File: src/rtl/iddmm_pkg.sv
// Shared types and constants for the IDDMM sequencing controllers.
package iddmm_pkg;

  typedef enum logic [1:0] {
    IDLE,
    ISSUE,
    WAIT,
    OUTPUT
  } iddmm_seq_state_t;

  // Parked operand addresses presented whenever no issue is live.
  function automatic int unsigned park_i(input int unsigned n);
    return n - 1;
  endfunction

  function automatic int unsigned park_j(input int unsigned n);
    return 2 * n - 1;
  endfunction

endpackage

File: src/rtl/iddmm_idx_gen.sv
// Nested i/j index generator: j runs 0..words then wraps, i advances on each wrap.
module iddmm_idx_gen #(
  parameter int ADDR_W = 4
) (
  input  logic              clk,
  input  logic              rst_n,
  input  logic              start,
  input  logic              step,
  input  logic [ADDR_W:0]   words,
  output logic [ADDR_W:0]   i,
  output logic [ADDR_W:0]   j,
  output logic              last
);

  // NOTE: state registers use non-blocking assignments so every flop samples pre-edge values.
  always_ff @(posedge clk or negedge rst_n) begin
    if (!rst_n) begin
      i <= '0;
      j <= '0;
    end else if (start) begin
      i <= '0;
      j <= '0;
    end else if (step) begin
      if (j == words) begin
        j <= '0;
        i <= i + 1'b1;
      end else begin
        j <= j + 1'b1;
      end
    end
  end

  assign last = (i == words - 1'b1) && (j == words);

endmodule

File: src/rtl/iddmm_seq_ctrl.sv
// Task sequencer for the IDDMM array: issues the i/j operand schedule, waits for the
// datapath, then streams the selected result words out under valid/ready.
module iddmm_seq_ctrl
  import iddmm_pkg::*;
#(
  parameter int K      = 256,
  parameter int N      = 16,
  parameter int ADDR_W = $clog2(N)
) (
  input  logic              clk,
  input  logic              rst_n,
  input  logic              task_req,
  input  logic [ADDR_W:0]   cfg_words,
  input  logic              task_abort,
  output logic              busy,
  output logic              task_err,
  output logic [ADDR_W:0]   rd_data_addr_i,
  output logic [ADDR_W:0]   rd_data_addr_j,
  output logic              addr_valid,
  output logic [ADDR_W-1:0] i_cnt,
  output logic [ADDR_W:0]   j_cnt,
  output logic              cnt_valid,
  input  logic              cal_done,
  input  logic              cal_sign,
  output logic              fifo_rd_en,
  input  logic [K-1:0]      fifo_rd_data_a,
  input  logic [K-1:0]      fifo_rd_data_sub,
  output logic              res_valid,
  input  logic              res_ready,
  output logic [K-1:0]      res_data,
  output logic              res_last
);

  typedef logic [ADDR_W:0] cnt_t;

  localparam cnt_t PARK_I = cnt_t'(park_i(N));
  localparam cnt_t PARK_J = cnt_t'(park_j(N));
  localparam cnt_t N_W    = cnt_t'(N);

  iddmm_seq_state_t state;
  logic             task_req_d1;
  cnt_t             words_q;
  cnt_t             out_cnt;
  logic             sign_q;

  logic start_edge, cfg_legal, idx_start, idx_step, idx_last, handshake;
  cnt_t idx_i, idx_j;

  assign start_edge = task_req && !task_req_d1;
  assign cfg_legal  = (cfg_words != '0) && (cfg_words <= N_W);
  assign idx_start  = (state == IDLE) && start_edge && cfg_legal;
  assign idx_step   = (state == ISSUE) && !idx_last && !task_abort;

  iddmm_idx_gen #(.ADDR_W(ADDR_W)) u_idx_gen (
    .clk   (clk),
    .rst_n (rst_n),
    .start (idx_start),
    .step  (idx_step),
    .words (words_q),
    .i     (idx_i),
    .j     (idx_j),
    .last  (idx_last)
  );

  // Addresses come straight from the index registers while an issue is live, else parked.
  assign rd_data_addr_i = addr_valid ? idx_i : PARK_I;
  assign rd_data_addr_j = addr_valid ? idx_j : PARK_J;

  assign handshake  = res_valid && res_ready;
  assign fifo_rd_en = handshake;
  assign res_last   = res_valid && (out_cnt == words_q - 1'b1);
  assign res_data   = sign_q ? fifo_rd_data_sub : fifo_rd_data_a;

  always_ff @(posedge clk or negedge rst_n) begin
    if (!rst_n) begin
      state       <= IDLE;
      task_req_d1 <= 1'b0;
      words_q     <= '0;
      out_cnt     <= '0;
      sign_q      <= 1'b0;
      busy        <= 1'b0;
      task_err    <= 1'b0;
      addr_valid  <= 1'b0;
      res_valid   <= 1'b0;
    end else begin
      task_req_d1 <= task_req;
      task_err    <= 1'b0;
      if (task_abort && state != IDLE) begin
        state      <= IDLE;
        busy       <= 1'b0;
        addr_valid <= 1'b0;
        res_valid  <= 1'b0;
      end else begin
        case (state)
          IDLE: begin
            if (start_edge) begin
              if (cfg_legal) begin
                state      <= ISSUE;
                words_q    <= cfg_words;
                busy       <= 1'b1;
                addr_valid <= 1'b1;
              end else begin
                task_err <= 1'b1;
              end
            end
          end
          ISSUE: begin
            if (idx_last) begin
              state      <= WAIT;
              addr_valid <= 1'b0;
            end
          end
          WAIT: begin
            if (cal_done) begin
              state     <= OUTPUT;
              sign_q    <= cal_sign;
              out_cnt   <= '0;
              res_valid <= 1'b1;
            end
          end
          OUTPUT: begin
            if (handshake) begin
              out_cnt <= out_cnt + 1'b1;
              if (out_cnt == words_q - 1'b1) begin
                state     <= IDLE;
                busy      <= 1'b0;
                res_valid <= 1'b0;
              end
            end
          end
          default: state <= IDLE;
        endcase
      end
    end
  end

  // Counter pipe trails the addresses by one cycle; an abort also kills the trailing valid.
  always_ff @(posedge clk or negedge rst_n) begin
    if (!rst_n) begin
      i_cnt     <= '0;
      j_cnt     <= '0;
      cnt_valid <= 1'b0;
    end else begin
      i_cnt     <= rd_data_addr_i[ADDR_W-1:0];
      j_cnt     <= rd_data_addr_j;
      cnt_valid <= addr_valid && !task_abort;
    end
  end

endmodule

File: config.mk
export PLATFORM = sky130hd
export DESIGN_NAME = iddmm_seq_ctrl
export DESIGN_NICKNAME = d
export VERILOG_FILES = /design/src/rtl/iddmm_pkg.sv /design/src/rtl/iddmm_idx_gen.sv /design/src/rtl/iddmm_seq_ctrl.sv
export SDC_FILE = /design/constraint.sdc
export NUM_CORES = 1
export LEC_CHECK = 0
export BUFFER_PORTS_ARGS = -buffer_cell sky130_fd_sc_hd__buf_2
export CAP_MARGIN = 15
export CORE_AREA = 2 2 311 313
export DETAILED_ROUTE_END_ITERATION = 8
export DIE_AREA = 0 0 313 315
export SETUP_SLACK_MARGIN = 0.05
export SLEW_MARGIN = 10
export SYNTH_ARGS = -nofsm -noshare
export SYNTH_HDL_FRONTEND = slang
export SYNTH_SLANG_ARGS = --single-unit
export TNS_END_PERCENT = 5
File: constraint.sdc
create_clock -name clk -period 2.1 [get_ports clk]
set_clock_uncertainty 0.15 [all_clocks]
set_input_delay 0 -clock clk [delete_from_list [all_inputs] [get_ports clk]]
set_output_delay 0 -clock clk [all_outputs]
set_load 0.02 [all_outputs]
==> impl.org, run 1 <==
** Routing
- After detailed routing, the total wire length is 75,070 microns.
- In this run the remaining antenna-violating nets after routing total 0.
- Total number of vias :: 8,237
- Routed wirelength normalized by instance count :: 28.38 microns
- Via count normalized by instance count :: 3.114
- In the routed design, unresolved DRC markers number 0.
- The first detailed-routing pass ran for 5 iterations.
- After the first detailed-routing iteration, the DRC count stood at 436.

** Place
- Number of input and output port buffers inserted :: 805
- Summing all placed instances gives a cell area of 10,910 sq um.
- Routability Congestion :: 0.9060
- Summed over all nets, the half-perimeter wirelength after detailed placement is 71,130 microns.

** Synthesis
- Number of enable-type register cells in the synthesized netlist :: 0
- Sequential-to-total area share from yosys stat :: 18.39%
- The cell area that synthesis handed to floorplanning was 5171 sq um.
- Warnings, synthesis :: 0
- After synthesis the netlist holds a flip-flop and latch count of 38.
- Asr flop ratio synth :: 100.0%
- Main flop type after synthesis :: sky130_fd_sc_hd__dfrtp_1
- Cells after synthesis :: 512
- Distinct cell type count of the synthesized netlist :: 47
- Net count after synthesis :: 1,044
- A synthesized cell averages 10.10 sq um.

** Timing
- Hold Fails Final Rpt :: 0
- Achievable Freq :: 450.1 MHz
- Setup violations remaining at the end of the flow were counted as 4.
- In this run the tightest slew margin relative to its limit is 68.41%.
- Tmin final :: 2222 ps
- In the post-route analysis, the smallest setup slack over all paths is -121.7 ps.
- For the pin with the worst max-slew slack, the measured transition is 477.1 ps.
- The number of max-slew violations in the final report came to 0.
- Portion of the clock cycle consumed by the worst path in the final layout :: 105.8%
- RSZ-0062 raised after global routing :: yes

** Layout
- From synthesis to final layout, the design area changed by 122.8%.
- Cells fill 12.04% of the core in the end.
- The final layout contains 1,856 nets.
- The library cell used most frequently in the layout, excluding fill and tap cells, is sky130_fd_sc_hd__buf_2.
- Leaving out fill and tap cells, the most frequent cells in the layout are 789 x sky130_fd_sc_hd__buf_2, 227 x sky130_fd_sc_hd__mux2_2, 36 x sky130_fd_sc_hd__dfrtp_1.
- Final cell area excluding filler cells :: 11,520 sq um
- Share of final-layout standard cells stronger than drive strength 1 :: 84.30%
- After filler insertion, the fill cell instance count of the layout stands at 11,083.

** Floorplanning
- Die Outline Area :: 98,600 sq um
- Cell Rows :: 114
- Num ports :: 806
- Overall die width :: 313 microns
- Starting Density :: 5.403%
- DIE HEIGHT :: 315 microns
- The region available for standard cell placement spans 95,710 sq um.

** CTS
- Clock-pin slew was measured on the worst setup and hold paths at 70 ps.
- Clock Path Buffers :: 2
- CTS built an H-tree with a depth of 2.
- Later-pin clock latency in the skew report :: 300 ps
- The tree is rooted in a sky130_fd_sc_hd__clkbuf_16.
- TritonCTS clock tree :: done
- For this design, the sink count on the clock tree is 38.
- Inserted Clock Buffers :: 5

** Setup path
- The worst setup path is captured at a flop.
- Along the worst path, the maximum fanout reaches 5.
- Reg2Reg Launch Point :: words_q[0]
- Crit path arrival time :: 2280 ps
- Setup Crit Path Kind :: flop to flop
- Launch point of the worst path :: words_q[0]
- Endpoint required time on the critical path :: 2160 ps
- The worst setup path is launched from a flop.

** Global route
- Antenna violations before repair :: 148
- Across every metal layer, demand over resource in global routing totals 14.18%.
- The first global-routing pass estimated 86,110 microns of wire.
- Global routing finished with a remaining overflow of 0.
- Number of global-route vias before repair :: 7,038
- Pin count of the biggest net entering global routing :: 59

** Power and ir drop
- After layout, the design draws a total of 12.69 mW.
- IR analysis of the VDD net gives a maximum drop of 576.9 uV.
- The analysis attributes to cell leakage a power of 5.510 nW.
- For this design the ratio of total power to cell area is 1102 nW/um^2.

** Outcome
- Violated checks :: negative setup slack
- The flow ran to the end, but the final reports show violations.

** Flow run
- Max Cap Violations :: 0

** Min path
- The path class of the tightest hold or removal check is primary input to async pin.
-- metal layers --
metal / global-route usage [%] / share of wire (%)
met1: 11.62 / 27
met3: 20.02 / 29
met4: 2.088 / 2.5
met5: 2.031 / 1.4
met2: 19.81 / 40
-- cell families after synthesis --
logic type | share of synthesized area (%)
adder cells (fa/ha/maj) | 1.936
XOR/XNOR | 3.653
flip-flops | 18.39
buffers and inverters | 3.847
AO/OA/AOI/OAI | 5.178
AND/OR/NAND/NOR | 9.848
multiplexers | 57.15
-- final cells by class --
class	instances	area, sq um	share of cell area (%)
repair buffers	844	4472	38.81
multi-input cells	427	4184	36.32
well taps	1276	1597	13.86
flip-flops and latches	38	955.9	8.297
clock buffers	5	125.1	1.086
diodes	44	110.1	0.9557
clock inverters	3	45.04	0.3910
inverters	8	32.53	0.2824
-- report_power, final --
group / internal [mW] / leakage (nW) / switching [mW] / total (mW)
Sequential: 0.965 / 0.455 / 0.286 / 1.25
Combinational: 4.45 / 4.98 / 6.08 / 10.5
Clock: 0.561 / 0.0763 / 0.349 / 0.910
-- repair_timing --
item,CTS,global route
setup endpoints to repair,10,53
buffers inserted,3,0
hold endpoints to repair,50,0
pin swaps,10,3
hold buffers,10,0
resized for setup,11,59
-- path summary, 6_finish.rpt --
| kind | end | slack [ps] | cells after the start |
|---|---|---|---|
| worst min-delay path | cnt_valid | 10 | 2 |
| max in group asynchronous | words_q[2] | 1050 | 3 |
| worst min register to register | task_err | 390 | 3 |
| worst max-delay path | state[0] | -120 | 9 |
| min in group clk | res_valid | 30 | 4 |
| worst max register to register | state[0] | -120 | 9 |
-- critical path, cell delays in order, from the launching register on --
cell and delay (ps):
sky130_fd_sc_hd__dfrtp_1 390, sky130_fd_sc_hd__inv_4 50, sky130_fd_sc_hd__ha_4 170, sky130_fd_sc_hd__nand2b_4 130
sky130_fd_sc_hd__a211o_1 310, sky130_fd_sc_hd__buf_4 140, sky130_fd_sc_hd__a311oi_2 280, sky130_fd_sc_hd__a21oi_2 80
sky130_fd_sc_hd__a221oi_2 250, sky130_fd_sc_hd__a2bb2oi_1 190
-- per-stage QoR --
stage	setup TNS, ps	setup slack, ps	cells	hold WS, ps
6_report	-269.8	-121.7	2645	13.93
3_5_place_dp	-385.5	-159.6	2580	-210.7
5_1_grt	-1771	-242.4	2624	31.74
4_1_cts	-287.3	-116.9	2601	9.711
3_3_place_gp	-164.6	-84.68	2580	-212.6
2_1_floorplan	-22.30	-18.14	512	-445.6
-- synth_stat cells (all sizes together), types with 6 or more instances --
| master | n | area share [%] |
|---|---|---|
| a21oi | 12 | 1.2 |
| nand2b | 16 | 1.9 |
| buf | 6 | 0.87 |
| inv | 8 | 0.58 |
| nand3 | 9 | 0.87 |
| dfrtp | 38 | 18 |
| o21ai | 7 | 0.68 |
| nand4 | 6 | 0.85 |
| nand2 | 25 | 1.8 |
| mux2 | 258 | 56 |
| clkbuf | 33 | 2.4 |
| xnor2 | 14 | 2.4 |
| nor2 | 16 | 1.2 |
| ha | 8 | 1.9 |
-- registers in the layout, indices dropped and copies added (netlist names), 2 cells and up --
| signal | count |
|---|---|
| j_cnt | 5 |
| out_cnt | 5 |
| u_idx_gen.i | 5 |
| u_idx_gen.j | 5 |
| words_q | 5 |
| i_cnt | 4 |
| state | 2 |
No activity file was read; power rests on OpenSTA's default activity.
==> inputs of run 2 (changes only) <==
--- a/config.mk
+++ b/config.mk
@@ -7,9 +7,9 @@
 export LEC_CHECK = 0
 export BUFFER_PORTS_ARGS = -buffer_cell sky130_fd_sc_hd__buf_2
 export CAP_MARGIN = 15
-export CORE_AREA = 2 2 311 313
+export CORE_AREA = 5 5 314 316
 export DETAILED_ROUTE_END_ITERATION = 8
-export DIE_AREA = 0 0 313 315
+export DIE_AREA = 0 0 319 321
 export SETUP_SLACK_MARGIN = 0.05
 export SLEW_MARGIN = 10
 export SYNTH_ARGS = -nofsm -noshare
==> constraint.sdc (replaced) <==
create_clock -name clk -period 2.1 [get_ports clk]
set_clock_uncertainty 0.15 [all_clocks]
set_input_delay 0 -clock clk [delete_from_list [all_inputs] [get_ports clk]]
set_output_delay 0 -clock clk [all_outputs]
set_load 0.005 [all_outputs]
==> run 2 against run 1 <==
Compared with the run above:
- the flow still finishes with violations (negative setup slack)
- register-to-register slack improved by 50 ps
- sequential power is essentially flat
- count of clock-buffer cells in the layout up 1
- routed wire length is 6.4% higher
- design area fell by 0.18%
- cell count grew 0.98%
- critical endpoint unchanged
- largest power group unchanged
==> impl.org, run 2 (synthesis gave the netlist of run 1 again) <==
** Outcome
- Violated checks :: negative setup slack
- The run finished, with violations left.

** CTS
- Clock tree synthesis selected as its root buffer the cell sky130_fd_sc_hd__clkbuf_16.
- The number of clock buffers added by TritonCTS is 5.
- Clock transition at the registers of the reported paths :: 70 ps
- Number of levels in the clock H-tree :: 2
- Counting every sink on the clock net gives 38.
- The clock reaches the later pin of the worst-skew pair after 290 ps.
- Clock Path Buffers :: 2
- TritonCTS clock tree :: done

** Power and ir drop
- Power spread over the standard cell area amounts to 921.0 nW/um^2.
- Of the total power, the share spent switching nets is 43.31%.
- Sequential share of power :: 11.9%
- Total net switching power :: 4.587 mW
- Summed over all cells, the static leakage comes to 5.437 nW.
- The design draws 10.59 mW.
- The internal power of the cells totals 6.004 mW.
- Fraction of power consumed by combinational cells :: 78.2%
- Clock group share of total power :: 9.9%
- Worst vdd rail ir drop :: 445.5 uV

** Setup path
- Critical Path, Cell by Cell :: inv_4, ha_4, nor3b_4, mux2i_1, nand4_2, or2_4, a221oi_2, a2bb2oi_1
- Setup Crit Path Kind :: flop to flop
- Slowest cell on the critical path :: sky130_fd_sc_hd__dfrtp_1
- In this design, the largest share of critical-path delay is due to simple AND/OR/NAND/NOR gates.
- Crit path arrival time :: 2240 ps
- Critical Path Max Stage Delay :: 410 ps
- CP Capture Type :: flop
- Of all nets on the critical path, the largest fanout is 5.
- Endpoint required time on the critical path :: 2170 ps
- The worst setup path is launched from a flop.
- Worst path buffer plus inverter count :: 1

** Routing
- After detailed routing, the average wire length per cell comes to 29.90 microns.
- Wire length after detailed routing :: 79,860 microns
- The detail route stage leaves a number of antenna-violating nets equal to 0.
- Using the TritonRoute via totals, the vias-per-cell ratio works out to 3.112.
- The first TritonRoute pass finished after 5 iterations.
- For this run, design rule violations remaining after detail routing come to 0.
- The detailed router placed 8,313 vias in this run.
- Violation count after the first detailed-route iteration :: 434

** Place
- The congestion estimate from routability-driven global placement came to 0.9283.
- Once placement completed, the tool counted placed cells totaling 2,587.
- Setup slack at placement :: -129.2 ps
- DPL Wire Length :: 75,980 microns
- Port buffering added 805 buffers.

** Floorplanning
- Core Region :: 95,710 sq um
- In this run the horizontal extent of the chip is 319 microns.
- Num ports :: 806
- For this configuration, the core starts out at a cell density of 5.403%.
- The floorplan step defined a die boundary enclosing 102,400 sq um.
- DIE HEIGHT :: 321 microns
- Cell Rows :: 114

** Timing
- Achievable Freq :: 459.5 MHz
- For the pin with the worst max-slew slack, the measured transition is 539.5 ps.
- Of the available clock period, the critical path in the final layout requires 103.6%.
- Worst slew slack as a fraction of its limit :: 64.04%
- Hold Fails Final Rpt :: 0
- Tmin final :: 2176 ps
- Setup violations remaining at the end of the flow were counted as 4.
- Post-Route Setup TNS :: -177.5 ps
- The number of max-slew violations in the final report was 0.
- Final setup slack of the worst path :: -76.27 ps
- Setup repair after global routing could not meet its margin everywhere.
- Hold is met by 11.40 ps.

** Global route
- Global-route usage over all layers :: 14.49%
- Global-route wire length before repair :: 93,980 microns
- Total gr overflow :: 0
- Antenna violations before repair :: 186
- Number of global-route vias before repair :: 7,538
- Pin count of the biggest net entering global routing :: 61

** Layout
- Share of final-layout standard cells stronger than drive strength 1 :: 84.22%
- Commonest non-fill, non-tap cells in the layout :: 804 x sky130_fd_sc_hd__buf_2, 255 x sky130_fd_sc_hd__mux2_2, 36 x sky130_fd_sc_hd__dfrtp_1
- Leaving out filler cells and counting taps, the final layout contains 2,671.
- The library cell used most frequently in the layout, excluding fill and tap cells, is sky130_fd_sc_hd__buf_2.
- From synthesis to final layout, the design area changed by 122.4%.
- Layout net count :: 1,862

** Min path
- Worst hold path class :: primary input to flop

** Flow run
- Max Cap Violations :: 0
run 2: cell count changes in the layout (fill, tap and decap cells not counted), sizes merged:
| cell | before | now |
|---|---|---|
| buf | 828 | 840 |
| bufinv | 1 | 2 |
| clkbuf | 11 | 6 |
| diode | 44 | 64 |
| clkinvlp | 2 | 0 |
run 2: path summary, 6_finish.rpt:
path / end / startpoint / depth (start not counted) / slack [ps]
worst max-delay path: state[0] / words_q[0] / 8 / -80
worst max register to register: state[0] / words_q[0] / 8 / -80
worst min-delay path: res_valid / cal_done / 4 / 10
worst min register to register: task_err / task_req_d1 / 3 / 380
max in group asynchronous: j_cnt[1] / rst_n / 3 / 1190
min in group asynchronous: cnt_valid / rst_n / 2 / 90
run 2: routing by layer:
metal  part of all wire (%)  track usage [%]
met5                    1.3                0
met1                     31            12.64
met2                     41            21.07
met4                    1.6            1.367
met3                     25            19.37
run 2: timing repair:
item | 4_1_cts | 5_1_grt
resized for setup | 4 | 10
setup endpoints to repair | 9 | 21
pin swaps | 4 | 2
buffers inserted | 1 | 1
hold endpoints to repair | 50 | 0
hold buffers | 10 | 0
run 2: through the flow:
step	instance area, sq um	utilization, %
floorplan	5201	-
global route	11370	11.88
finish	11500	12.02
CTS	11290	11.79
global placement	10980	11.47
detailed placement	10980	11.47
run 2: area by class of cell:
type / count / area [sq um]
antenna: 64 / 160.2
clock buffer: 6 / 138.9
clock inverter: 2 / 60.06
fill: 11133 / 84210
inverter: 8 / 32.53
multi-input combinational: 427 / 4064
sequential: 38 / 955.9
tap: 1276 / 1597
timing repair buffer: 850 / 4492
run 2: worst register-to-register path: stages, from the launching register on:
cell and delay (ps):
sky130_fd_sc_hd__dfrtp_1 410, sky130_fd_sc_hd__inv_4 70, sky130_fd_sc_hd__ha_4 150, sky130_fd_sc_hd__nor3b_4 260, sky130_fd_sc_hd__mux2i_1 240, sky130_fd_sc_hd__nand4_2 130
sky130_fd_sc_hd__or2_4 280, sky130_fd_sc_hd__a221oi_2 250, sky130_fd_sc_hd__a2bb2oi_1 170
run 2: power groups by stage:
stage / registers, mW / logic [mW] / clock network, mW
floorplan: 1.11 / 4.48 / 0
global route: 1.30 / 8.84 / 1.11
detailed placement: 1.27 / 8.24 / 0
finish: 1.26 / 8.29 / 1.05
global placement: 1.26 / 8.18 / 0
CTS: 1.27 / 8.32 / 1.08
